`config.mk`:
```
export PLATFORM = sky130hd
export DESIGN_NAME = parking_memory_flat
export DESIGN_NICKNAME = d
export VERILOG_FILES = /design/src/rtl/parking_memory_if.sv /design/src/rtl/parking_memory.sv /design/src/flat_wrapper.sv
export SDC_FILE = /design/constraint.sdc
export NUM_CORES = 1
export LEC_CHECK = 0
export CAP_MARGIN = 20
export CORE_ASPECT_RATIO = 1.5
export CORE_MARGIN = 2
export CORE_UTILIZATION = 50
export CTS_CLUSTER_SIZE = 12
export DETAILED_ROUTE_END_ITERATION = 6
export PLACE_DENSITY = 0.69
export SYNTH_ARGS = -nofsm -noshare
export SYNTH_HDL_FRONTEND = slang
export SYNTH_SLANG_ARGS = --single-unit
```
`constraint.sdc`:
```
create_clock -name clk -period 2.5 [get_ports clk]
set_clock_uncertainty 0.1 [all_clocks]
set_input_delay 0.25 -clock clk [delete_from_list [all_inputs] [get_ports clk]]
set_output_delay 0.25 -clock clk [all_outputs]
set_load 0.005 [all_outputs]
```
`src/rtl/parking_memory_if.sv`:
```
// Car-record bus between the gate/billing/display logic and parking_memory.
// Carries the slot selector, write strobes and data, and the combinational read-back.
interface parking_memory_if #(
  parameter int unsigned DW = 10
);
  logic [2:0]    car_sel;
  logic          write_entry;
  logic          write_cost;
  logic [DW-1:0] entry_time_in;
  logic [DW-1:0] cost_in;
  logic [DW-1:0] entry_time_out;
  logic [DW-1:0] cost_out;

  modport master (
    output car_sel, write_entry, write_cost, entry_time_in, cost_in,
    input  entry_time_out, cost_out
  );

  modport slave (
    input  car_sel, write_entry, write_cost, entry_time_in, cost_in,
    output entry_time_out, cost_out
  );
endinterface

```
`src/rtl/parking_memory.sv`:
```
// Per-car record store: SLOTS entries of {entry time, cost}, clocked writes, combinational reads.
// Optional macro MEMORY_BYPASS_EN: write-through of the input data onto the read outputs.
module parking_memory #(
  parameter int unsigned SLOTS = 8,
  parameter int unsigned DW    = 10
) (
  input  logic              clk,
  input  logic              reset,
  parking_memory_if.slave   bus
);
  localparam int unsigned SW = 3;

  logic [DW-1:0] entry_q [SLOTS];
  logic [DW-1:0] cost_q  [SLOTS];
  logic [DW-1:0] entry_rd;
  logic [DW-1:0] cost_rd;

  // One register pair per slot; selectors >= SLOTS match no slot, so those writes drop.
  for (genvar i = 0; i < int'(SLOTS); i++) begin : g_slot
    always_ff @(posedge clk or negedge reset) begin
      if (!reset) begin
        entry_q[i] <= '0;
      end else if (bus.write_entry && (bus.car_sel == SW'(i))) begin
        entry_q[i] <= bus.entry_time_in;
      end
    end

    always_ff @(posedge clk or negedge reset) begin
      if (!reset) begin
        cost_q[i] <= '0;
      end else if (bus.write_cost && (bus.car_sel == SW'(i))) begin
        cost_q[i] <= bus.cost_in;
      end
    end
  end

  // Read mux; an unmatched selector falls through to zero.
  always_comb begin
    entry_rd = '0;
    cost_rd  = '0;
    for (int i = 0; i < int'(SLOTS); i++) begin
      if (bus.car_sel == SW'(i)) begin
        entry_rd = entry_q[i];
        cost_rd  = cost_q[i];
      end
    end
  end

`ifdef MEMORY_BYPASS_EN
  assign bus.entry_time_out = bus.write_entry ? bus.entry_time_in : entry_rd;
  assign bus.cost_out       = bus.write_cost  ? bus.cost_in       : cost_rd;
`else
  assign bus.entry_time_out = entry_rd;
  assign bus.cost_out       = cost_rd;
`endif

endmodule

```
`src/flat_wrapper.sv`:
```
// flat-port wrapper written by rule: the top's interface ports become plain ports
module parking_memory_flat 
#(
  parameter int unsigned SLOTS = 8,
  parameter int unsigned DW    = 10
)
  (clk, reset, bus_car_sel, bus_write_entry, bus_write_cost, bus_entry_time_in, bus_cost_in, bus_entry_time_out, bus_cost_out);
  parking_memory_if #(.DW(DW)) bus_i ();
  input  logic clk;
  input  logic reset;
  input wire logic [$bits(bus_i.car_sel)-1:0] bus_car_sel;
  input wire logic [$bits(bus_i.write_entry)-1:0] bus_write_entry;
  input wire logic [$bits(bus_i.write_cost)-1:0] bus_write_cost;
  input wire logic [$bits(bus_i.entry_time_in)-1:0] bus_entry_time_in;
  input wire logic [$bits(bus_i.cost_in)-1:0] bus_cost_in;
  output wire logic [$bits(bus_i.entry_time_out)-1:0] bus_entry_time_out;
  output wire logic [$bits(bus_i.cost_out)-1:0] bus_cost_out;
  assign bus_i.car_sel = bus_car_sel;
  assign bus_i.write_entry = bus_write_entry;
  assign bus_i.write_cost = bus_write_cost;
  assign bus_i.entry_time_in = bus_entry_time_in;
  assign bus_i.cost_in = bus_cost_in;
  assign bus_entry_time_out = bus_i.entry_time_out;
  assign bus_cost_out = bus_i.cost_out;
  parking_memory #(.SLOTS(SLOTS), .DW(DW)) u_core (.clk(clk), .reset(reset), .bus(bus_i));
endmodule
```
==> results of run 1 <==
## metrics by stage
stage | util | worst slack, ns | hold WS [ns] | power [mW] | instance area, um2
after floorplan | - | 0.8444 | -0.1456 | 4.385 | 7660
after global placement | 0.5595 | 0.2049 | 0.1378 | 4.820 | 8432
after detailed placement | 0.5595 | 0.2087 | 0.1426 | 4.908 | 8432
after CTS | 0.5994 | 0.07250 | 0.2634 | 7.503 | 9034
after global routing | 0.5994 | 0.04412 | 0.2892 | 7.820 | 9034
final | 0.5994 | 0.1141 | 0.2560 | 7.435 | 9034
## power breakdown
| group | internal, mW | switching [mW] |
|---|---|---|
| clock | 1.53 | 1.05 |
| combinational | 0.837 | 0.548 |
| sequential | 3.16 | 0.310 |
| total | 5.53 | 1.90 |
## flip-flops by register name (all words and copies together), names as in the netlist
| register | count |
|---|---|
| u_core.cost_q | 80 |
| u_core.entry_q | 80 |
## timing repair
item / CTS / global route
endpoints found under the hold margin: 50 / 0
hold buffers: 1 / 0
setup buffers: 0 / 0
## cells in the mapped netlist, drive strengths merged
master   count
nand4b       2
o22a         1
clkbuf       6
nand2b       4
inv          1
nand4        2
o31a        17
a21oi       37
nor2         6
or2         17
a22oi       21
nor3         2
a221oi      17
mux4         1
o2bb2ai      2
and3         2
o22ai        3
nand2       34
dfrtp      160
nor2b        4
o21ai        2
nand3        4
and2         1
mux2i       37
mux2       163
buf         32
## final cells by class
class	count	area share
clock buffers	21	0.05097
clock inverters	11	0.01454
inverters	1	0.0004155
multi-input cells	379	0.3798
flip-flops and latches	160	0.4432
well taps	199	0.02756
repair buffers	78	0.08352
## worst max-delay path by stage
stage / end / slack (ns)
2_1_floorplan: bus_entry_time_out[3] / 0.84
3_3_place_gp: bus_entry_time_out[4] / 0.20
3_5_place_dp: bus_entry_time_out[9] / 0.21
4_1_cts: bus_entry_time_out[8] / 0.07
5_1_grt: bus_entry_time_out[8] / 0.04
6_report: bus_entry_time_out[8] / 0.11
## layer usage
metal  track usage  vias up  part of all wire
li1              -     2252                 -
met1        0.2756     2541              0.42
met2        0.3961      112              0.52
met3       0.04511       15             0.042
met4       0.07746        0             0.016
met5             0        -                 0
## logic make-up after synthesis
group	Yosys count	share of synthesized area
DFF	160	0.5227
muxes	201	0.2909
buffers and inverters	39	0.02940
AOI/OAI and AO/OA	100	0.09164
and+or+nand+nor	78	0.06534
==> metrics.md, run 1 <==
| Metric | Value |
|---|---|
| Ys Warns | 0 |
| GPL Wtd Cong | 0.7832 |
| Avg WL per Cell | 20.32 um |
| Dominant cells by area after synthesis | dfrtp_1 52%, mux2_2 24%, mux2i_1 4.8% |
| Gr ovfl total | 0 |
| Fin crit period | 2.386 ns |
| DP Cell Count | 816 |
| Critical Path End Type | primary output |
| Clk Latency, worst-skew pair | 0.42 ns |
| Register area | ~4000 um2 |
| Kind of cell adding the most delay to the critical path | multiplexers |
| Pwr/cell area | about 820 nW/um2 |
| Critical path depth | 4 |
| Largest net degree at the start of global routing | 70 |
| Core Footprint | 15070 um2 |
| Crit share post-route | 0.9543 |
| Top cell type's share of synthesized area | 0.5227 |
| Worst VDD drop | 0.4893 mV |
| # clock sinks | 160 |
| Overall routing resource usage | 0.2251 |
| Setup CP Type | reg -> out |
| Worst-Margin Slew | roughly 0.52 ns |
| Reg2Reg Setup Slack | 1.61 ns |
| Most frequent cells in the layout | 163 x mux2_2, 160 x dfrtp_1, 42 x clkdlybuf4s50_1 |
| Reg-to-reg endpoint | u_core.cost_q[59] |
| Vias | 4920 |
| Final setup vio count | 0 |
| Multi-input logic area | 3431 um2 |
| Clk root buf | clkbuf_16 |
| Area leader, netlist | dfrtp_1 |
| Buf/Inv on CP | 1 |
| Synth Instances | approximately 580 |
| Startpoint types | flip-flop |
| First-pass GRT wire length | ~28 mm |
| Final TNS setup | 0 ns |
| H-tree Lvls | 4 |
| Worst-path clk slew | ~0.06 ns |
| Height of the chip | between 150 and 200 um |
| DRT Wirelength | 17.25 mm |
| Yosys reg bits | 160 |
| Slew HR | 0.6541 |
| Share of cells above drive strength 1 | 0.4046 |
| Worst-path fanout max | 3 |
| R2R depth | 1 |
| Cell breakdown of the critical path | mux4_2, o22ai_1, a21oi_1, clkdlybuf4s50_1 |
| RSZ-0062 raised after global routing | no |
| Fmax | 0.4191 GHz |
| I/O Buffers | 46 |
| Fillers | approximately 1200 |
| Pins over their slew limit | 0 |
| Outcome | completed |
| Worst r2r src | u_core.cost_q[59] |
| DR pass1 iterations | 5 |
| CTS tree | done |
| Synth Area per Inst | 13.25 um2 |
| DR DRC count | 0 |
| Vias in the first global route | 5280 |
| Diode count | 0 |
| IO Count | 47 |
| Final Hold Fails | 0 |
| Row count | 55 |
| Antenna violations before repair | 0 |
| Max Cap Violations | 0 |
| Worst endpoint required time | 2.15 ns |
| Vias per inst | 5.795 |
| Number of gates resized after cts | 0 |
| Slowest CP cell | mux4_2 |
| CTS buffer count | 17 |
| Cell Area, Synth | 7660 um2 |
| Final #Nets | 664 |
| Setup crit start | u_core.entry_q[58] |
| Post-synth cell types | 34 |
| Die W | 105.1 um |
| Starting Density | 0.5083 |
| Leakage | 3.804 nW |
| Final std cells w/o fill | 849 |
| CP arrival | 2.04 ns |
| Longest Clk Path Bufs | 2 |
| P&R area growth vs syn | 17.94% |
| ANT nets after route | 0 |
| DPL Wire Length | 11.30 mm |
| Post-synth net total | 605 |
| Hold Crit Class | in -> async |
| First DRT Iteration DRCs | 268 |
| Commonest non-fill, non-tap cell in the layout | mux2_2 |
| Die Area | 16350 um2 |
| CP peak stage delay | roughly 0.48 ns |
| Sequential area share after synthesis | 0.5227 |
(Power assumes the default switching activity.)
==> run 2, diff against run 1 <==
- CTS_CLUSTER_DIAMETER: unset -> 200
==> results of run 2 <==
Same layout as run 1: the final DEF is identical, and so are final timing and power.
==> run 3, diff against run 2 <==
- CORE_UTILIZATION: 50 -> 55
- PLACE_DENSITY: 0.69 -> 0.75
==> metrics.md, run 3 (synthesis results as in run 1) <==
| Metric | Value |
|---|---|
| # clock sinks | 160 (unchanged) |
| Crit share post-route | 0.9421 (was 0.9543) |
| Avg WL per Cell | 21.56 um (was 20.32 um) |
| Worst Setup EP | bus_entry_time_out[8] (unchanged) |
| Longest Clk Path Bufs | 2 (unchanged) |
| IO Count | 47 (unchanged) |
| Fin crit period | 2.355 ns (was 2.386 ns) |
| DR pass1 iterations | 5 (unchanged) |
| P&R area growth vs syn | 17.41% (was 17.94%) |
| Slowest CP cell | mux4_2 (unchanged) |
| Diode count | 0 (unchanged) |
| Die Area | 14910 um2 (was 16350 um2) |
| Row count | 52 (was 55) |
| Hold Crit Class | in -> async (unchanged) |
| Commonest non-fill, non-tap cell in the layout | mux2_2 (unchanged) |
| Core Footprint | 13530 um2 (was 15070 um2) |
| Setup crit start | u_core.entry_q[58] (unchanged) |
| Register area | 4004 um2 (unchanged) |
| First DRT Iteration DRCs | 285 (was 268) |
| Vias per inst | 6.145 (was 5.795) |
| I/O Buffers | 46 (unchanged) |
| Kind of cell adding the most delay to the critical path | multiplexers (unchanged) |
| Final Hold Fails | 0 (unchanged) |
| R2R depth | 1 (unchanged) |
| DRT Wirelength | 17.49 mm (was 17.25 mm) |
| DR DRC count | 0 (unchanged) |
| ANT nets after route | 0 (unchanged) |
| H-tree Lvls | 4 (unchanged) |
| Worst-path fanout max | 3 (unchanged) |
| Vias | 4984 (was 4920) |
| Max Cap Violations | 0 (unchanged) |
| GPL Wtd Cong | 0.7964 (was 0.7832) |
| CP arrival | 2.01 ns (was 2.04 ns) |
| Fmax | 0.4246 GHz (was 0.4191 GHz) |
| Final setup vio count | 0 (unchanged) |
| Fillers | 1012 (was 1188) |
| Critical path depth | 4 (unchanged) |
| Overall routing resource usage | 0.2515 (was 0.2251) |
| Clk root buf | clkbuf_16 (unchanged) |
| CP peak stage delay | 0.47 ns (was 0.48 ns) |
| Most frequent cells in the layout | 163 x mux2_2, 160 x dfrtp_1, 42 x clkdlybuf4s50_1 (unchanged) |
| Vias in the first global route | 5352 (was 5280) |
| Slew HR | 0.6888 (was 0.6541) |
| Hold_ws | 0.2461 ns (was 0.2560 ns) |
| Leakage | 3.812 nW (was 3.804 nW) |
| Final #Nets | 664 (unchanged) |
| First-pass GRT wire length | 28.81 mm (was 28.19 mm) |
| Worst-Margin Slew | 0.4667 ns (was 0.5189 ns) |
| Reg-to-reg endpoint | u_core.entry_q[58] (was u_core.cost_q[59]) |
| CTS tree | done (unchanged) |
| RSZ-0062 raised after global routing | no (unchanged) |
| Reg2Reg Setup Slack | 1.61 ns (about the same) |
| Worst endpoint required time | 2.15 ns (about the same) |
| Share of cells above drive strength 1 | 0.4037 (was 0.4046) |
| Top flop regs | u_core.cost_q: 80 flops, u_core.entry_q: 80 flops (unchanged) |
| Die W | 100.4 um (was 105.1 um) |
| Gr ovfl total | 0 (unchanged) |
| Critical Path End Type | primary output (unchanged) |
| Pins over their slew limit | 0 (unchanged) |
| Worst r2r src | u_core.entry_q[58] (was u_core.cost_q[59]) |
| Multi-input logic area | 3431 um2 (unchanged) |
| Largest net degree at the start of global routing | 54 (was 70) |
| DPL Wire Length | 11.05 mm (was 11.30 mm) |
| Height of the chip | 148.5 um (was 155.6 um) |
| Starting Density | 0.5660 (was 0.5083) |
| Outcome | completed (unchanged) |
| Worst-path clk slew | 0.06 ns (about the same) |
| Post-CTS setup buffer count | 0 (unchanged) |
| Final TNS setup | 0 ns (unchanged) |
| Startpoint types | flip-flop (unchanged) |
| CTS buffer count | 17 (unchanged) |
| Cell breakdown of the critical path | mux4_2, o22ai_1, a21oi_1, clkdlybuf4s50_1 (unchanged) |
| Clk Latency, worst-skew pair | 0.41 ns (was 0.42 ns) |
| Worst VDD drop | 0.4405 mV (was 0.4893 mV) |
| Pwr/cell area | 823.4 nW/um2 (was 823.1 nW/um2) |
| Buf/Inv on CP | 1 (unchanged) |
| Antenna violations before repair | 0 (unchanged) |
| Setup CP Type | reg -> out (unchanged) |
[run 3: where the power goes]
group          switching, mW  total [mW]  internal, mW
combinational          0.556        1.40         0.843
sequential             0.319        3.48          3.16
clock                   1.01        2.52          1.51
total                   1.89        7.41          5.52
[run 3: worst min path at each step]
stage	cells after the start	slack, ns	from	endpoint
after floorplan	0	-0.15	reset	u_core.cost_q[0]
after global placement	1	0.12	reset	u_core.cost_q[11]
after detailed placement	1	0.13	reset	u_core.cost_q[11]
after CTS	2	0.26	reset	u_core.cost_q[11]
after global routing	2	0.29	reset	u_core.cost_q[11]
final	2	0.25	reset	u_core.cost_q[11]
[run 3: cell type report]
type / instances / share of cell area
flip-flops and latches: 160 / 0.4452
repair buffers: 78 / 0.08667
clock buffers: 21 / 0.05120
well taps: 162 / 0.02254
clock inverters: 10 / 0.01252
inverters: 1 / 0.0004174
multi-input cells: 379 / 0.3815
[run 3: metal layers]
layer / vias to the layer above / part of all wire / GRT usage
met3: 21 / 0.034 / 0.04276
met5: - / 0 / 0
met2: 100 / 0.54 / 0.4443
li1: 2251 / - / -
met1: 2612 / 0.41 / 0.3113
met4: 0 / 0.015 / 0.08151
[run 3: timing repair]
| action | 4_1_cts | 5_1_grt |
|---|---|---|
| hold buffers | 1 | 0 |
| setup endpoints to repair | 0 | 0 |
| resized for setup | 0 | 0 |
| hold endpoints to repair | 45 | 0 |
[run 3: per-stage QoR]
| step | power (mW) | area, um2 | worst slack, ns | cells | utilization |
|---|---|---|---|---|---|
| global placement | 4.815 | 8411 | 0.2051 | 779 | 0.6215 |
| CTS | 7.452 | 8994 | 0.1345 | 811 | 0.6646 |
| floorplan | 4.385 | 7660 | 0.8444 | 578 | - |
| finish | 7.405 | 8994 | 0.1449 | 811 | 0.6646 |
| detailed placement | 4.911 | 8411 | 0.1868 | 779 | 0.6215 |
| global route | 7.739 | 8994 | 0.04314 | 811 | 0.6646 |
